`config.mk`:
```
export PLATFORM = sky130hd
export DESIGN_NAME = pipelined_alu
export DESIGN_NICKNAME = d
export VERILOG_FILES = /design/src/rtl/pipelined_alu.sv
export SDC_FILE = /design/constraint.sdc
export NUM_CORES = 1
export LEC_CHECK = 0
export CAP_MARGIN = 20
export CORE_ASPECT_RATIO = 1.1
export CORE_MARGIN = 1
export CORE_UTILIZATION = 45
export DETAILED_ROUTE_END_ITERATION = 6
export PLACE_DENSITY_LB_ADDON = 0.25
export REMOVE_ABC_BUFFERS = 1
export SYNTH_ARGS = -nofsm -noshare
export SYNTH_HDL_FRONTEND = slang
export SYNTH_SLANG_ARGS = --single-unit
```
`constraint.sdc`:
```
create_clock -name clk -period 6 [get_ports clk]
set_clock_uncertainty 0.2 [all_clocks]
set_input_delay 1.2 -clock clk [delete_from_list [all_inputs] [get_ports clk]]
set_output_delay 1.2 -clock clk [all_outputs]
set_load 0.01 [all_outputs]
```
`src/rtl/pipelined_alu.sv`:
```
// Handshaked RV32I ALU: registered result, IDLE/MUL/DONE control, valid/ready on both sides.
// Optional iterative shift-add MUL/MULHU enabled by defining ALU_MUL_EN.
module pipelined_alu #(
  parameter  int WIDTH = 32,
  localparam int SHW   = $clog2(WIDTH)
) (
  input  logic             clk,
  input  logic             reset,
  input  logic             in_valid,
  output logic             in_ready,
  input  logic [WIDTH-1:0] SrcA,
  input  logic [WIDTH-1:0] SrcB,
  input  logic [3:0]       ALUControl,
  output logic             out_valid,
  input  logic             out_ready,
  output logic [WIDTH-1:0] ALUResult,
  output logic             Zero,
  output logic             IllegalOp
);

  typedef enum logic [1:0] {S_IDLE, S_MUL, S_DONE} state_t;

  state_t           state, state_nxt;
  logic             accept;
  logic             is_mul;
  logic [WIDTH:0]   eval_p0;

  // Single-cycle op set; returns {illegal, result}.
  function automatic logic [WIDTH:0] alu_eval(input logic [3:0] op,
                                              input logic [WIDTH-1:0] a,
                                              input logic [WIDTH-1:0] b);
    logic signed [WIDTH-1:0] sa;
    logic signed [WIDTH-1:0] sb;
    logic [SHW-1:0]          sh;
    logic [WIDTH-1:0]        r;
    logic                    ill;
    sa  = a;
    sb  = b;
    sh  = b[SHW-1:0];
    r   = '0;
    ill = 1'b0;
    case (op)
      4'b0000: r = a + b;
      4'b0001: r = a - b;
      4'b0010: r = a & b;
      4'b0011: r = a | b;
      4'b0100: r = a ^ b;
      4'b0101: r = a >> sh;
      4'b0110: r = a << sh;
      4'b0111: r = {{(WIDTH-1){1'b0}}, (sa < sb)};
      4'b1000: r = sa >>> sh;
      4'b1001: r = {{(WIDTH-1){1'b0}}, (a < b)};
      default: ill = 1'b1;
    endcase
    return {ill, r};
  endfunction

  assign eval_p0 = alu_eval(ALUControl, SrcA, SrcB);
  assign Zero    = (ALUResult == '0);

`ifdef ALU_MUL_EN
  localparam logic [SHW:0] MUL_ITERS = (SHW+1)'(WIDTH);

  logic [WIDTH-1:0]   mcand_p0;
  logic [WIDTH-1:0]   mplier_p0;
  logic               mulhi_p0;
  logic [2*WIDTH-1:0] acc;
  logic [SHW:0]       cnt;
  logic [WIDTH:0]     mul_sum;

  assign is_mul  = (ALUControl == 4'b1010) || (ALUControl == 4'b1011);
  assign mul_sum = {1'b0, acc[2*WIDTH-1:WIDTH]} + {1'b0, (mplier_p0[0] ? mcand_p0 : '0)};
`else
  assign is_mul  = 1'b0;
`endif

  always_comb begin
    state_nxt = state;
    in_ready  = (state == S_IDLE) || ((state == S_DONE) && out_ready);
    out_valid = (state == S_DONE);
    accept    = in_valid && in_ready;
    case (state)
      S_IDLE, S_DONE: begin
        if (accept)
          state_nxt = is_mul ? S_MUL : S_DONE;
        else if ((state == S_DONE) && out_ready)
          state_nxt = S_IDLE;
      end
`ifdef ALU_MUL_EN
      S_MUL: begin
        if (cnt == MUL_ITERS)
          state_nxt = S_DONE;
      end
`endif
      default: state_nxt = S_IDLE;
    endcase
  end

  // Stage p0 -> result register: control, result and multiplier accumulator
  always_ff @(posedge clk) begin
    if (reset) begin
      state     <= S_IDLE;
      ALUResult <= '0;
      IllegalOp <= 1'b0;
`ifdef ALU_MUL_EN
      acc       <= '0;
      cnt       <= '0;
`endif
    end else begin
      state <= state_nxt;
      if (accept && !is_mul) begin
        ALUResult <= eval_p0[WIDTH-1:0];
        IllegalOp <= eval_p0[WIDTH];
      end
`ifdef ALU_MUL_EN
      if (accept && is_mul) begin
        acc <= '0;
        cnt <= '0;
      end else if (state == S_MUL) begin
        if (cnt != MUL_ITERS) begin
          acc <= {mul_sum, acc[WIDTH-1:1]};
          cnt <= cnt + 1'b1;
        end else begin
          ALUResult <= mulhi_p0 ? acc[2*WIDTH-1:WIDTH] : acc[WIDTH-1:0];
          IllegalOp <= 1'b0;
        end
      end
`endif
    end
  end

`ifdef ALU_MUL_EN
  // Operand capture for the iterative multiplier; pure data, no reset needed
  always_ff @(posedge clk) begin
    if (accept && is_mul) begin
      mcand_p0  <= SrcA;
      mplier_p0 <= SrcB;
      mulhi_p0  <= ALUControl[0];
    end else if ((state == S_MUL) && (cnt != MUL_ITERS)) begin
      mplier_p0 <= mplier_p0 >> 1;
    end
  end
`endif

endmodule

```
Word level (Yosys, flattened, before mapping)
Index checks and enable logic that the tools add are counted.
W data, S select, Z words.
- bits in registers: 34
- bits of input ports: 72
- output and inout bits: 36
- word-level logic and storage cells: 37
- reduce and logical (&&, ||, !) cells: 10
- bitwise logic cells: 4
- eq/ne operators: 9
- mux-type cells: 4
- add/sub/neg operators: 2
- shift-type cells: 3
- order comparisons: 2
- operator list (operator ; number):
    $pmux W32 S10 ; 1
    $lt A32 B32 Y1 ; 2
    $add A32 B32 Y32 ; 1
    $and A32 B32 Y32 ; 1
    $logic_not A32 Y1 ; 1
    $or A32 B32 Y32 ; 1
    $shl A32 B5 Y32 ; 1
    $shr A32 B5 Y32 ; 1
    $sshr A32 B5 Y32 ; 1
    $sub A32 B32 Y32 ; 1
    $xor A32 B32 Y32 ; 1
    $eq A4 B3 Y1 const B ; 4
    $reduce_or A10 Y1 ; 1
    $eq A4 B2 Y1 const B ; 2
    $eq A4 B4 Y1 const B ; 2
    $eq A4 B1 Y1 const B ; 1
    $logic_not A4 Y1 ; 1
    $mux W2 ; 2
    $reduce_or A2 Y1 ; 2
    $logic_and A1 B1 Y1 ; 2
    $logic_not A2 Y1 ; 1
    $reduce_bool A2 Y1 ; 1
    $logic_or A1 B1 Y1 ; 1
    $mux W1 ; 1
    $not A1 Y1 ; 1

Depth between registers and ports, before layout
Gate-level depths: netlist of the first run.
- depth after elaboration: 4
- gate-level depth with buffers: 15

Worst setup path before layout of the first run
No wires, ideal clock.
- kind: input to register
- start point: input port SrcB[1]
- end point: register ALUResult[19]
- setup slack: 1.121 ns
- data required time: 5.721 ns
- stages: 14
- arrival time: 4.600 ns
- setup time: 0.079 ns
- buffers on the path: 3
- cell sequence: clkbuf_1 > inv_2 > buf_2 > buf_1 > ha_1 > o21ba_2 > or4_4 > a211o_1 > a21oi_2 > o41ai_2 > or4_1 > a31oi_1 > a2111oi_2 > a211oi_2
- word-level cells in the longest chain between the ends: 2
- elaborated cells between the ends (all ways): 6
- RTL lines (what ; line ; source):
    start: declaration ; 12 ; input logic [WIDTH-1:0] SrcB,
    $sub A32 B32 Y32, or another cell as far along ; 44 ; 4'b0001: r = a - b;
    $pmux W32 S10 (*) ; 42 ; case (op)
    end signal: assignment ; 112 ; ALUResult <= eval_p0[WIDTH-1:0];
    end: declaration ; 16 ; output logic [WIDTH-1:0] ALUResult,
Mark *: on every way between the ends. The rest lies on a longest branch, timed or not.
A chain may end at the register's enable or synchronous reset.

Final worst setup path of the first run
- start point: input port SrcA[12]
- end point: register ALUResult[19]
- word-level cells in the longest chain between the ends: 2
- elaborated cells between the ends (all ways): 6
- RTL lines (what ; line ; source):
    start: declaration ; 11 ; input logic [WIDTH-1:0] SrcA,
    $sub A32 B32 Y32, or another cell as far along ; 44 ;
    $pmux W32 S10 (*) ; 42 ;
Marked as above.

==> results of run 1 <==
-- worst reg2reg max path: stages, from the launching register on --
cell and delay, ns:
dfxtp_1 0.31, nand2b_1 0.12, nand2_1 0.09, buf_4 0.26, a22oi_1 0.25, o2111ai_1 0.12
a311oi_1 0.27, o21ai_1 0.17, a211oi_1 0.34, nor4_1 0.09, or3_1 0.38
-- logic make-up after synthesis --
group                    Yosys count
AO/OA/AOI/OAI                    530
AND/OR/NAND/NOR                  474
buffers and inverters            213
multiplexers                     113
adder cells (fa/ha/maj)          100
flip-flops                        34
XOR/XNOR                           6
-- stage by stage --
| stage | hold WS (ns) | power (W) | utilization, % | cell area, µm² | std cells |
|---|---|---|---|---|---|
| 4_1_cts | 0.264 | 0.00155 | 52.0 | 11500 | 1802 |
| 2_1_floorplan | 0.275 | 0.000815 | - | 9570 | 1355 |
| 3_5_place_dp | 0.254 | 0.00124 | 51.3 | 11300 | 1794 |
| 5_1_grt | 0.284 | 0.00165 | 52.0 | 11500 | 1802 |
| 6_report | 0.262 | 0.00160 | 52.0 | 11500 | 1803 |
| 3_3_place_gp | 0.240 | 0.00124 | 51.3 | 11300 | 1794 |
-- cell usage in the layout, fill, tap and decap left out, types with 21 or more instances in the layout --
cell type	Yosys	final
nand3_1	22	22
o211ai_1	25	25
nor2_1	160	158
a21oi_1	129	129
a221oi_1	24	24
ha_1	98	98
inv_1	86	86
nor3_1	34	34
o21ai_0	66	66
o22ai_1	22	22
a211oi_1	40	40
dfxtp_1	34	34
mux2i_1	69	69
buf_4	2	37
o21ai_1	26	26
nand2_1	148	148
a22oi_1	21	21
clkdlybuf4s50_1	0	103
-- area by class of cell --
class / instances / area (µm²)
Antenna cell: 1 / 2.50
Clock buffer: 7 / 143
Clock inverter: 1 / 5.00
Fill cell: 2236 / 10600
Inverter: 98 / 368
Multi-Input combinational cell: 1223 / 8540
Sequential cell: 34 / 681
Tap cell: 295 / 369
Timing Repair Buffer: 144 / 1340
-- power groups by stage --
stage	Sequential [W]	Combinational [W]	Clock, W
finish	0.000253	0.00103	0.000311
global route	0.000253	0.00108	0.000314
CTS	0.000252	0.000987	0.000306
detailed placement	0.000257	0.000982	0
global placement	0.000257	0.000985	0
floorplan	0.000257	0.000557	0
-- registers in the layout, summed over array words and instances (netlist names) --
signal	count
ALUResult	32
IllegalOp	1
state	1
-- per-layer routing --
metal / vias to the layer above / wire (µm) / share of wire (%) / GRT usage [%]
met4: 0 / 3910 / 7.4 / 29.9
met1: 5997 / 20300 / 39 / 58.9
met5: - / 0 / 0 / 0
met2: 1004 / 22000 / 42 / 65.9
met3: 223 / 6330 / 12 / 10.7
li1: 5592 / - / - / -
-- worst paths after layout --
kind	from	endpoint	slack (ns)	cells past startpoint
max	SrcA[12]	ALUResult[19]	0.74	13
min	ALUResult[1]	ALUResult[1]	0.26	2
max reg2reg	state[1]	ALUResult[30]	3.29	10
min reg2reg	ALUResult[1]	ALUResult[1]	0.26	2
==> metrics.yaml, run 1 <==
rsz0062_at_grt: "false"
ys_ff_latch: 34
yosysMostFrequentCell: "nor2_1"
synth_mux_area_share_pct: 14.0
cp-end-kind: "flip-flop"
maxCapViolCount: 0
path_delay_family: "compound AO/OA/AOI/OAI gates"
setup_viol: 0
io_buffers: 107
critPathKind: "input pin to flip-flop"
hold_violations: 0
cts_hold_buf: 0
cp_cell_sequence: "clkdlybuf4s50_1, inv_1, ha_1, inv_1, nor3_1, nand2_1, o21ai_1, a21oi_2, buf_4, a21oi_1, a31oi_1, a2111oi_2, a211oi_2"
start_util_pct: 45.7
grt_max_degree: 85
viasPerCell: 7.11
period_minus_slack_ns: 5.26
crit_fanout: 11
cts.clk_slew.worst_paths_ns: 0.07
synth.largest_area_cell: "ha_1"
gr-usage-all-layers_pct: 45.3
rows: 57
drv_slew: 0
relSlewSlack_pct: 20.2
intPower_w: 0.000767
gr-total-overflow: 0
status: "complete, no violations"
crit_arrival_ns: 5.24
ys_types: 91
grt_pass1_vias: 11600
drive_above_1_share_pct: 7.63
drc: 0
ant_nets: 0
syn_inst: 1470
syn_to_final_growth_pct: 13.7
fin_crit_sh_pct: 87.6
post_cts_buffers: 0
dr.pass1.iters: 7
power_frac_clock_pct: 19.5
peakVddDrop_uv: 86.3
synth-xor-area-share_pct: 0.522
pwr-share-seq_pct: 15.8
nNetsFinal: 1678
comb_power_share_pct: 64.7
syn_area_per_cell_um2: 6.85
yosysWarnings: 0
setup_tns_ns: 0
numClockSinks: 34
power-per-cell-area_nw_per_um2: 139
max_stage_delay_ns: 0.62
fmax_ghz: 0.190
wl_per_cell_um: 29.2
die_y_um: 159
seq_area_frac_synth_pct: 6.76
yosysTopAreaCellShare_pct: 12.2
cts_buffer_depth: 2
synthesis.area_um2: 10100
synth_compound_area_share_pct: 35.9
core_area_um2: 22000
detailed_place_hpwl_mm: 39.7
p_switching_w: 0.000830
cts_root_buf: "clkbuf_16"
path_common_cell: "inv_1"
drt_iter0_drc: 1850
antenna_found_initial: 3
tightest_slew_ns: 1.20
critPathRequiredTime_ns: 5.99
setup_ws_ns: 0.745
place.gp.congestion: 1.05
cpMaxStageDelayCell: "clkdlybuf4s50_1"
vias: 12800
swShare_pct: 52.0
p_leak_nw: 4.62
synth-simple-area-share_pct: 21.6
cp_num_buf_inv: 4
ioPinCount: 108
h-tree-depth: 2
synth_fa_ha_area_share_pct: 12.6
cts_made_buffers: 5
synth.area.top_cells: "ha_1 12%, mux2i_1 6.9%, dfxtp_1 6.8%"
synthArstFlopShare_pct: 0
drt-total-wl_mm: 52.6
synth_edf_count: 0
die_w_um: 145
cts_tree: "done"
dp_slack_ns: 0.577
ys.flop_type: "dfxtp_1"
synth_common_cells: "160 x nor2_1, 148 x nand2_1, 129 x a21oi_1, 98 x ha_1, 86 x inv_1"
synth_top_family_by_area: "compound AO/OA/AOI/OAI gates"
cts_resized: 0
setup.worst_path.start_class: "input pin"
hp-class: "flip-flop to flip-flop"
die_area_um2: 23000
worstSkewPairLatency_ns: 0.31
grt_first_pass_wirelength_mm: 76.2
Power figures use the tool's default switching activity.
==> run 2, diff against run 1 <==
--- a/config.mk
+++ b/config.mk
@@ -8,7 +8,7 @@
 export CAP_MARGIN = 20
 export CORE_ASPECT_RATIO = 1.1
 export CORE_MARGIN = 1
-export CORE_UTILIZATION = 45
+export CORE_UTILIZATION = 55
 export DETAILED_ROUTE_END_ITERATION = 6
 export PLACE_DENSITY_LB_ADDON = 0.25
 export REMOVE_ABC_BUFFERS = 1
==> run 2 against run 1 <==
Compared with the run above: critical path depth is 1 lower; register-to-register slack worse by 0.32 ns; clock power down 6%; total power is 2.2% lower; sequential share of layout area about the same; non-clock buffer count up 6; global-route usage rose by 7.2 points; die area down 18%; fmax decreased by 4.3%; combinational power hardly changed; via count is 1.3% higher; critical path type unchanged; routed wire length is 6.7% lower.
==> metrics.yaml, run 2 (synthesis results as in run 1) <==
power_w: 0.00156  # was 0.00160 W
drt-total-wl_mm: 49.1  # was 52.6 mm
r2r_end: "ALUResult[30]"  # unchanged
p_leak_nw: 4.64  # was 4.62 nW
syn_to_final_growth_pct: 13.2  # was 13.7%
grt_max_degree: 65  # was 85
setup_tns_ns: 0  # unchanged
intPower_w: 0.000755  # was 0.000767 W
p_switching_w: 0.000808  # was 0.000830 W
fill_cells: 1683  # was 2236
cp-end-kind: "flip-flop"  # unchanged
viasPerCell: 7.42  # was 7.11
numClockSinks: 34  # unchanged
io_buffers: 107  # unchanged
top_register: "ALUResult"  # unchanged
vias: 13000  # was 12.8k
cts_root_buf: "clkbuf_16"  # unchanged
startpoint: "SrcA[17]"  # was SrcA[12]
cts.clk_slew.worst_paths_ns: 0.06  # was 0.07 ns
critPathKind: "input pin to flip-flop"  # unchanged
cts_hold_buf: 0  # unchanged
drt_iter0_drc: 2237  # was 1850
dr.pass1.iters: 7  # unchanged
post_cts_buffers: 0  # unchanged
power-per-cell-area_nw_per_um2: 137  # was 139 nW/µm²
reg2reg_slack_ns: 2.97  # was 3.29 ns
dp_cells: 1743  # was 1794
gr-usage-all-layers_pct: 52.5  # was 45.3%
worst-path-stages: 12  # was 13
fin_crit_sh_pct: 91.6  # was 87.6%
setup_viol: 0  # unchanged
power_frac_clock_pct: 18.8  # was 19.5%
comb_power_share_pct: 65.1  # was 64.7%
ant_nets: 0  # unchanged
final_common_cell: "nor2_1"  # unchanged
antenna_found_initial: 2  # was 3
cp-endpoint: "ALUResult[0]"  # was ALUResult[19]
crit_arrival_ns: 5.46  # was 5.24 ns
grt_first_pass_wirelength_mm: 72.2  # was 76.2 mm
layout.cells.non_filler: 1751  # was 1803
cts_resized: 0  # unchanged
hold_ws_ns: 0.265  # was 0.262 ns
crit_fanout: 12  # was 11
rsz0062_at_grt: "false"  # unchanged
relSlewSlack_pct: 25.2  # was 20.2%
cp_cell_sequence: "clkdlybuf4s50_1, inv_1, ha_1, nor4_1, and4_1, a21boi_0, a2111o_1, o221ai_1, o31ai_1, a21oi_1, o211ai_1, a221oi_1"  # was clkdlybuf4s50_1, inv_1, ha_1, inv_1, nor3_1, nand2_1, o21ai_1, a21oi_2, buf_4, a21oi_1, a31oi_1, a2111oi_2, a211oi_2
gr-total-overflow: 0  # unchanged
drc: 0  # unchanged
wl_per_cell_um: 28.0  # was 29.2 µm
pwr-share-seq_pct: 16.2  # was 15.8%
drv_slew: 0  # unchanged
fmax_ghz: 0.182  # was 0.190 GHz
status: "complete, no violations"  # unchanged
max_stage_delay_ns: 0.78  # was 0.62 ns
rr_worst_depth: 9  # was 10
die_w_um: 131  # was 145 µm
nNetsFinal: 1684  # was 1678
worstSkewPairLatency_ns: 0.30  # was 0.31 ns
start_util_pct: 56.6  # was 45.7%
cts_buffer_depth: 2  # unchanged
largest_register_ff_count: 32  # unchanged
hold_violations: 0  # unchanged
die_area_um2: 18900  # was 23000 µm²
setup.worst_path.start_class: "input pin"  # unchanged
core_area_um2: 17800  # was 22000 µm²
maxCapViolCount: 0  # unchanged
place.gp.congestion: 1.10  # was 1.05
tightest_slew_ns: 1.12  # was 1.20 ns
dp_slack_ns: 0.609  # was 0.577 ns
peakVddDrop_uv: 104  # was 86.3 µV
swShare_pct: 51.7  # was 52.0%
detailed_place_hpwl_mm: 37.0  # was 39.7 mm
period_minus_slack_ns: 5.49  # was 5.26 ns
grt_pass1_vias: 12000  # was 11.6k
path_delay_family: "compound AO/OA/AOI/OAI gates"  # unchanged
die_y_um: 144  # was 159 µm
mostFrequentLayoutCells: "158 x nor2_1, 148 x nand2_1, 129 x a21oi_1"  # unchanged
critPathRequiredTime_ns: 5.96  # was 5.99 ns
rr_startpoint: "state[1]"  # unchanged
cts_made_buffers: 5  # unchanged
rows: 51  # was 57
drive_above_1_share_pct: 7.80  # was 7.63%
cts_tree: "done"  # unchanged
reg_top3: "ALUResult: 32 flops, IllegalOp: 1 flops, state: 1 flops"  # unchanged
h-tree-depth: 2  # unchanged
cp_num_buf_inv: 2  # was 4
ioPinCount: 108  # unchanged
cpMaxStageDelayCell: "clkdlybuf4s50_1"  # unchanged
hp-class: "flip-flop to flip-flop"  # unchanged
setup_ws_ns: 0.506  # was 0.745 ns
-- run 2: cell types whose count changed in the layout (fill, tap and decap cells not counted), sizes merged --
| cell | delta |
|---|---|
| buf | +6 |
| clkinv | -1 |
-- run 2: worst min path at each step --
stage | startpoint | end | slack [ns] | depth (start not counted)
finish | ALUResult[1] | ALUResult[1] | 0.26 | 2
global route | ALUResult[1] | ALUResult[1] | 0.28 | 2
floorplan | ALUResult[1] | ALUResult[1] | 0.27 | 2
CTS | ALUResult[1] | ALUResult[1] | 0.27 | 2
global placement | ALUResult[1] | ALUResult[1] | 0.25 | 2
detailed placement | ALUResult[1] | ALUResult[1] | 0.26 | 2
-- run 2: final cells by class --
cell class / count / area, µm² / share of cell area [%]
multi-input combinational: 1223 / 8550 / 75.0
inverter: 98 / 368 / 3.22
tap: 238 / 298 / 2.61
antenna: 1 / 2.50 / 0.0219
clock buffer: 7 / 133 / 1.16
sequential: 34 / 681 / 5.97
timing repair buffer: 150 / 1380 / 12.1
-- run 2: stage by stage --
step	instance area (µm²)	util [%]
after global routing	11400	64.1
after detailed placement	11300	63.3
after global placement	11300	63.3
final	11400	64.1
after CTS	11400	64.1
after floorplan	9570	-
-- run 2: tightest hold or removal path: stages (launching register included) --
cell     delay [ns]
dfxtp_1        0.32
nand2_1        0.06
nand2_1        0.04
-- run 2: power groups by stage --
stage	clock network [W]	registers, W	logic, W
final	0.000293	0.000253	0.00102
after global routing	0.000294	0.000254	0.00107
after CTS	0.000284	0.000252	0.000961
after detailed placement	0	0.000257	0.000956
after global placement	0	0.000257	0.000952
after floorplan	0	0.000257	0.000557
-- run 2: layer usage --
metal	GRT usage [%]	vias up	share of wire [%]
met4	40.0	2	8.6
li1	-	5611	-
met1	63.0	5938	35
met3	19.2	295	15
met2	75.3	1142	41
met5	0	-	0.018
